## src/rtl/id_stage.sv

```systemverilog
// RV32I decode stage: register file, immediate/control decode, load-use stall.
// Optional define ID_WB_BYPASS_EN: same-cycle WB->ID write-through on reads.
module id_stage #(
  parameter int          XLEN     = 32,
  parameter int          NUM_REGS = 32,
  parameter logic [31:0] RESET_PC = 32'h0
) (
  input  logic            clk,
  input  logic            reset_n,
  input  logic            flush,
  input  logic            ex_stall,
  input  logic            if_id_valid,
  input  logic [31:0]     if_id_pc,
  input  logic [31:0]     if_id_instr,
  input  logic            if_id_pred_taken,
  input  logic            wb_we,
  input  logic [4:0]      wb_rd,
  input  logic [XLEN-1:0] wb_data,
  output logic            id_stall,
  output logic            id_ex_valid,
  output logic [31:0]     id_ex_pc,
  output logic [XLEN-1:0] id_ex_rs1_data,
  output logic [XLEN-1:0] id_ex_rs2_data,
  output logic [XLEN-1:0] id_ex_imm,
  output logic [4:0]      id_ex_rs1,
  output logic [4:0]      id_ex_rs2,
  output logic [4:0]      id_ex_rd,
  output logic [3:0]      id_ex_alu_op,
  output logic            id_ex_alu_src,
  output logic            id_ex_mem_read,
  output logic            id_ex_mem_write,
  output logic            id_ex_reg_write,
  output logic            id_ex_branch,
  output logic            id_ex_jump,
  output logic            id_ex_pred_taken,
  output logic            id_ex_illegal
);

  localparam logic [6:0] OP_LUI    = 7'b0110111;
  localparam logic [6:0] OP_AUIPC  = 7'b0010111;
  localparam logic [6:0] OP_JAL    = 7'b1101111;
  localparam logic [6:0] OP_JALR   = 7'b1100111;
  localparam logic [6:0] OP_BRANCH = 7'b1100011;
  localparam logic [6:0] OP_LOAD   = 7'b0000011;
  localparam logic [6:0] OP_STORE  = 7'b0100011;
  localparam logic [6:0] OP_IMM    = 7'b0010011;
  localparam logic [6:0] OP_REG    = 7'b0110011;
  localparam logic [6:0] OP_FENCE  = 7'b0001111;
  localparam logic [6:0] OP_SYSTEM = 7'b1110011;

  logic [XLEN-1:0] rf [NUM_REGS];

  logic [31:0] ins;
  logic [6:0]  opc;
  logic [4:0]  rs1, rs2, rd;
  logic [2:0]  f3;
  logic        f7b5;

  assign ins  = if_id_instr;
  assign opc  = ins[6:0];
  assign rd   = ins[11:7];
  assign f3   = ins[14:12];
  assign rs1  = ins[19:15];
  assign rs2  = ins[24:20];
  assign f7b5 = ins[30];

  logic [31:0] imm_i, imm_s, imm_b, imm_u, imm_j;

  assign imm_i = {{20{ins[31]}}, ins[31:20]};
  assign imm_s = {{20{ins[31]}}, ins[31:25], ins[11:7]};
  assign imm_b = {{19{ins[31]}}, ins[31], ins[7],
                  ins[30:25], ins[11:8], 1'b0};
  assign imm_u = {ins[31:12], 12'b0};
  assign imm_j = {{11{ins[31]}}, ins[31], ins[19:12],
                  ins[20], ins[30:21], 1'b0};

  // control bundle: {alu_op, alu_src, mem_read, mem_write,
  //                  reg_write, branch, jump, illegal}
  logic [10:0] dec_ctl, ctl_q;
  logic [3:0]  d_aop;
  logic        d_src, d_mr, d_mw, d_rw, d_br, d_jp, d_ill;
  logic        use1, use2;
  logic [31:0] d_imm;

  // Decode opcode into control, immediate and operand usage.
  always_comb begin
    d_aop = 4'b0000;
    d_src = 1'b0;
    d_mr  = 1'b0;
    d_mw  = 1'b0;
    d_rw  = 1'b0;
    d_br  = 1'b0;
    d_jp  = 1'b0;
    d_ill = 1'b0;
    use1  = 1'b0;
    use2  = 1'b0;
    d_imm = 32'h0;
    unique case (1'b1)
      opc == OP_LUI,
      opc == OP_AUIPC: begin
        d_imm = imm_u;
        d_src = 1'b1;
        d_rw  = 1'b1;
      end
      opc == OP_JAL: begin
        d_imm = imm_j;
        d_src = 1'b1;
        d_rw  = 1'b1;
        d_jp  = 1'b1;
      end
      opc == OP_JALR: begin
        d_imm = imm_i;
        d_src = 1'b1;
        d_rw  = 1'b1;
        d_jp  = 1'b1;
        use1  = 1'b1;
      end
      opc == OP_BRANCH: begin
        d_imm = imm_b;
        d_br  = 1'b1;
        use1  = 1'b1;
        use2  = 1'b1;
      end
      opc == OP_LOAD: begin
        d_imm = imm_i;
        d_src = 1'b1;
        d_mr  = 1'b1;
        d_rw  = 1'b1;
        use1  = 1'b1;
      end
      opc == OP_STORE: begin
        d_imm = imm_s;
        d_src = 1'b1;
        d_mw  = 1'b1;
        use1  = 1'b1;
        use2  = 1'b1;
      end
      opc == OP_IMM: begin
        d_imm = imm_i;
        d_src = 1'b1;
        d_rw  = 1'b1;
        use1  = 1'b1;
        d_aop = (f3 == 3'b101) ? {f7b5, f3} : {1'b0, f3};
      end
      opc == OP_REG: begin
        d_rw  = 1'b1;
        use1  = 1'b1;
        use2  = 1'b1;
        d_aop = {f7b5, f3};
      end
      opc == OP_FENCE,
      opc == OP_SYSTEM: begin
        d_imm = imm_i;
      end
      default: d_ill = 1'b1;
    endcase
  end

  assign dec_ctl = {d_aop, d_src, d_mr, d_mw,
                    d_rw & (rd != 5'd0), d_br, d_jp, d_ill};

  logic [XLEN-1:0] rd1, rd2;

`ifdef ID_WB_BYPASS_EN
  logic byp1, byp2;
  assign byp1 = wb_we & (wb_rd != 5'd0) & (wb_rd == rs1);
  assign byp2 = wb_we & (wb_rd != 5'd0) & (wb_rd == rs2);
  assign rd1  = (rs1 == 5'd0) ? '0 : byp1 ? wb_data : rf[rs1];
  assign rd2  = (rs2 == 5'd0) ? '0 : byp2 ? wb_data : rf[rs2];
`else
  assign rd1  = (rs1 == 5'd0) ? '0 : rf[rs1];
  assign rd2  = (rs2 == 5'd0) ? '0 : rf[rs2];
`endif

  logic luh;

  assign luh = id_ex_valid & id_ex_mem_read & (id_ex_rd != 5'd0)
             & if_id_valid
             & ((use1 & (id_ex_rd == rs1)) | (use2 & (id_ex_rd == rs2)));

  assign id_stall = (luh | ex_stall) & ~flush;

  // Register file write port; x0 is never written.
  always_ff @(posedge clk or negedge reset_n) begin
    if (!reset_n) begin
      for (int i = 0; i < NUM_REGS; i++) rf[i] <= '0;
    end else if (wb_we && wb_rd != 5'd0) begin
      rf[wb_rd] <= wb_data;
    end
  end

  logic take;
  assign take = if_id_valid & ~luh;

  // ID/EX register: flush clears, ex_stall holds, else latch/bubble.
  always_ff @(posedge clk or negedge reset_n) begin
    if (!reset_n) begin
      id_ex_valid      <= 1'b0;
      id_ex_pc         <= RESET_PC;
      id_ex_rs1_data   <= '0;
      id_ex_rs2_data   <= '0;
      id_ex_imm        <= '0;
      id_ex_rs1        <= 5'd0;
      id_ex_rs2        <= 5'd0;
      id_ex_rd         <= 5'd0;
      id_ex_pred_taken <= 1'b0;
      ctl_q            <= '0;
    end else if (flush) begin
      id_ex_valid      <= 1'b0;
      id_ex_pc         <= RESET_PC;
      id_ex_rs1_data   <= '0;
      id_ex_rs2_data   <= '0;
      id_ex_imm        <= '0;
      id_ex_rs1        <= 5'd0;
      id_ex_rs2        <= 5'd0;
      id_ex_rd         <= 5'd0;
      id_ex_pred_taken <= 1'b0;
      ctl_q            <= '0;
    end else if (!ex_stall) begin
      id_ex_valid      <= take;
      id_ex_pc         <= if_id_pc;
      id_ex_rs1_data   <= rd1;
      id_ex_rs2_data   <= rd2;
      id_ex_imm        <= d_imm;
      id_ex_rs1        <= rs1;
      id_ex_rs2        <= rs2;
      id_ex_rd         <= rd;
      id_ex_pred_taken <= if_id_pred_taken;
      ctl_q            <= take ? dec_ctl : '0;
    end
  end

  assign id_ex_alu_op    = ctl_q[10:7];
  assign id_ex_alu_src   = ctl_q[6];
  assign id_ex_mem_read  = ctl_q[5];
  assign id_ex_mem_write = ctl_q[4];
  assign id_ex_reg_write = ctl_q[3];
  assign id_ex_branch    = ctl_q[2];
  assign id_ex_jump      = ctl_q[1];
  assign id_ex_illegal   = ctl_q[0];

endmodule
```

## config.mk

```make
export PLATFORM = sky130hd
export DESIGN_NAME = id_stage
export DESIGN_NICKNAME = d
export VERILOG_FILES = /design/src/rtl/id_stage.sv
export SDC_FILE = /design/constraint.sdc
export NUM_CORES = 2
export LEC_CHECK = 0
export BUFFER_PORTS_ARGS = -buffer_cell sky130_fd_sc_hd__buf_2
export CAP_MARGIN = 20
export CORE_MARGIN = 1.5
export CORE_UTILIZATION = 56
export CTS_CLUSTER_DIAMETER = 100
export DETAILED_ROUTE_END_ITERATION = 16
export PLACE_DENSITY = 0.76
export SETUP_SLACK_MARGIN = 0.1
export SLEW_MARGIN = 20
export SYNTH_ARGS = -nofsm -noshare
export SYNTH_HDL_FRONTEND = slang
export SYNTH_SLANG_ARGS = --single-unit
export TNS_END_PERCENT = 5
```

## constraint.sdc

```tcl
create_clock -name clk -period 1.76 [get_ports clk]
set_clock_uncertainty 0.2 [all_clocks]
set_input_delay 0.176 -clock clk [delete_from_list [all_inputs] [get_ports clk]]
set_output_delay 0.176 -clock clk [all_outputs]
set_load 0.01 [all_outputs]
```

==> results_dict.tcl <==
set metrics [dict create \
    synth_edf_count 0 \
    syn_avg_cell_area_um2 15.3 \
    critical_path_class "register to primary output" \
    max_freq_mhz 368 \
    tightest_slew_ns 0.763 \
    root_buffer "clkbuf_16" \
    dr.pass1.iters 6 \
    yosysSeqAreaShare_pct 49.2 \
    min_period_over_period_pct 155 \
    area_growth_pct 27.4 \
    async_flop_share_pct 100 \
    wl_per_cell_um 33.2 \
    critPathLaunchType "register" \
    rsz0062_at_grt "true" \
    cp_top_family "compound AO/OA/AOI/OAI gates" \
    fp.dieW_um 330 \
    cap_violations 0 \
    fin_cells 6306 \
    synth_cell_types 51 \
    drt-initial-drc-count 5054 \
    dp_cells 5930 \
    critPathMaxStageDelay_ns 0.41 \
    routed_wl_mm 209 \
    track_usage_pct 38.2 \
    yosys_warnings 0 \
    cts_buffers 121 \
    htreeDepth 3 \
    finalNetCount 4912 \
    cp_max_fo 4 \
    grt_overflow_total 0 \
    cp_num_buf_inv 2 \
    synthesis.nets 4034 \
    pin_count 265 \
    power.total_mw 81.9 \
    synthesis.area_um2 60100 \
    cp-end-kind "primary output" \
    clkTransAtPathRegs_ns 0.06 \
    synth_cells 3926 \
    antenna_left 0 \
    synth_ff_type "dfrtp_1" \
    status "finished, violations left" \
    clockBufferDepth 3 \
    place_ws_ns -0.768 \
    crit_chain "buf_6 > xnor2_1 > nand4_1 > o22ai_2 > nand2_4 > a21oi_2 > buf_2" \
    cp.arrival_ns 2.34 \
    place_area_um2 69400 \
    core_area_um2 106000 \
    grt_pass1_wl_mm 302 \
    insertion_delay_ns 0.74 \
    fin_util_pct 72.3 \
    setup_viol 96 \
    p_leak_nw 34.7 \
    final-hold-violation-count 3 \
    holdWs_ns -0.0255 \
    timing.final.ws_setup_ns -0.960 \
    synth_top_cell_by_area "dfrtp_1" \
    rows 119 \
    grt_pass1_vias 45400 \
    period_needed_ns 2.72 \
    synth_top_area_share_pct 49.2 \
    synthTopCellsByArea "dfrtp_1 49%, mux4_2 20%, mux2_2 19%" \
    vias 43800 \
    tritoncts "done" \
    antenna_found_initial 14 \
    cts.sinks 1180 \
    hold_class "input port to register" \
    fp.dieArea_um2 109000 \
    max-vdd-ir-drop_uv 1010 \
    post_drt_via_cell_ratio 6.95 \
    io_buffer_count 264 \
    grt_max_degree 79 \
    failed_checks "hold timing, setup timing" \
    die_y_um 330 \
    cp.required_ns 1.38 \
    start_util_pct 56.7 \
    synth-seq-cells 1180 \
    stdcell_area_um2 76500 \
    powerDensity_nw_per_um2 1070 \
    tns_ns -16.57 \
    gp_congestion 0.937 \
    drive_gt1_share_pct 61.5 \
    slew_headroom_pct 49.1 \
    hpwl_mm 134 \
    drv_slew 0 \
    slowest_stage "dfrtp_1" \
    drcViolationCount 0 \
]
[layout make-up]
class | instances | area, um2
clock inverters | 48 | 739
flip-flops and latches | 1180 | 29600
multi-input cells | 2297 | 29600
fillers | 6312 | 29400
inverters | 16 | 60.1
repair buffers | 1188 | 11200
clock buffers | 174 | 3620
diodes | 12 | 30.0
well taps | 1391 | 1740
[cells in the mapped netlist, types with 4 or more instances]
cell type     n
dfrtp_1    1180
a21oi_1      26
a221o_1       5
nor3_1       14
buf_6         9
mux4_2      538
a221oi_1     16
inv_1        15
a22oi_1      56
xnor2_1      10
buf_4        18
nor3b_1       9
nand2b_1      4
buf_1        70
nand2_1      57
a211oi_1     20
a22o_1       53
mux2_2     1006
o22ai_1      46
a2111oi_0    29
a21o_1       38
a31oi_1       8
buf_2        59
nor2b_1      34
and3_1        5
mux2i_1     131
o21ai_0      16
nand3_1      34
and2_1        7
nor2_1       95
o21ai_1       8
clkbuf_1    277
[layer usage]
layer | GRT usage (%) | wire (um) | vias up
li1 | - | - | 17000
met1 | 50.0 | 76200 | 23100
met2 | 57.9 | 95200 | 3064
met3 | 11.6 | 24800 | 732
met4 | 20.1 | 12900 | 2
met5 | 0 | 57 | -
[worst register-to-register path, stage by stage, from the launching register on]
cell and delay, ns:
dfrtp_1 0.40, or4_4 0.56, nor2_4 0.14, nor4_4 0.07
buf_4 0.15, a21oi_2 0.23, nand3_4 0.16, o31ai_1 0.30
[sequential cells by signal, indices dropped and copies added (netlist names)]
| name | cells |
|---|---|
| id_ex_pred_taken | 1 |
| id_ex_rs1 | 5 |
| id_ex_valid | 1 |
| id_ex_pc | 32 |
| id_ex_rs2_data | 32 |
| rf | 1024 |
| ctl_q | 11 |
| id_ex_rs1_data | 32 |
| id_ex_rd | 5 |
| id_ex_rs2 | 5 |
| id_ex_imm | 32 |
[cells by family (layout without fill, tap and decap cells)]
family                   count (synthesis)  count (layout)  synth area share, %
adder cells (fa/ha/maj)                  1               1               0.0167
other                                    0              12                    0
XOR/XNOR                                10              10                0.146
multiplexers                          1675            1675                 41.2
AND/OR/NAND/NOR                        278             278                 2.21
buffers and inverters                  449            1426                 3.15
flip-flops                            1180            1180                 49.2
AO/OA/AOI/OAI                          333             333                 4.08
[repair_timing]
| item | in CTS | in global routing |
|---|---|---|
| endpoints found under the hold margin | 2262 | 23 |
| endpoints found under the setup margin | 175 | 1322 |
| buffers inserted | 2 | 18 |
| pin swaps | 61 | 36 |
| cloned | 0 | 1 |
| hold buffers | 118 | 3 |
| gates resized for setup | 228 | 136 |
[cells in the final DEF (no fill, tap or decap), types with 24 or more instances in the layout]
cell type and n:
a22oi_2 32, buf_12 154, a22o_1 52, mux2i_1 126
dlygate4sd3_1 109, a21o_1 38, nand2_1 41, dfrtp_2 34
buf_6 109, dfrtp_1 1146, mux2_2 997, clkbuf_16 123
nand3_1 30, mux4_2 538, o22ai_1 42, buf_2 167
clkbuf_8 36, a22oi_1 24, nor2_1 74, buf_4 632
[path summary, 6_finish.rpt]
kind | to | start | slack (ns) | cells after the start
hold / removal | rf[832] | wb_rd[4] | -0.03 | 4
hold reg to reg | rf[1020] | rf[1020] | 0.20 | 0
min in group asynchronous | rf[296] | reset_n | 0.30 | 4
max in group asynchronous | rf[317] | reset_n | 0.40 | 4
setup reg to reg | ctl_q[2] | id_ex_rd[4] | -0.57 | 7
setup / recovery | id_stall | id_ex_rd[2] | -0.96 | 7
[power breakdown]
group	internal [mW]	switching [mW]
Sequential	31.8	3.60
Combinational	11.4	7.01
Clock	16.7	11.4
Total	59.9	22.0
Note: power is estimated with default switching activity, not from simulation.
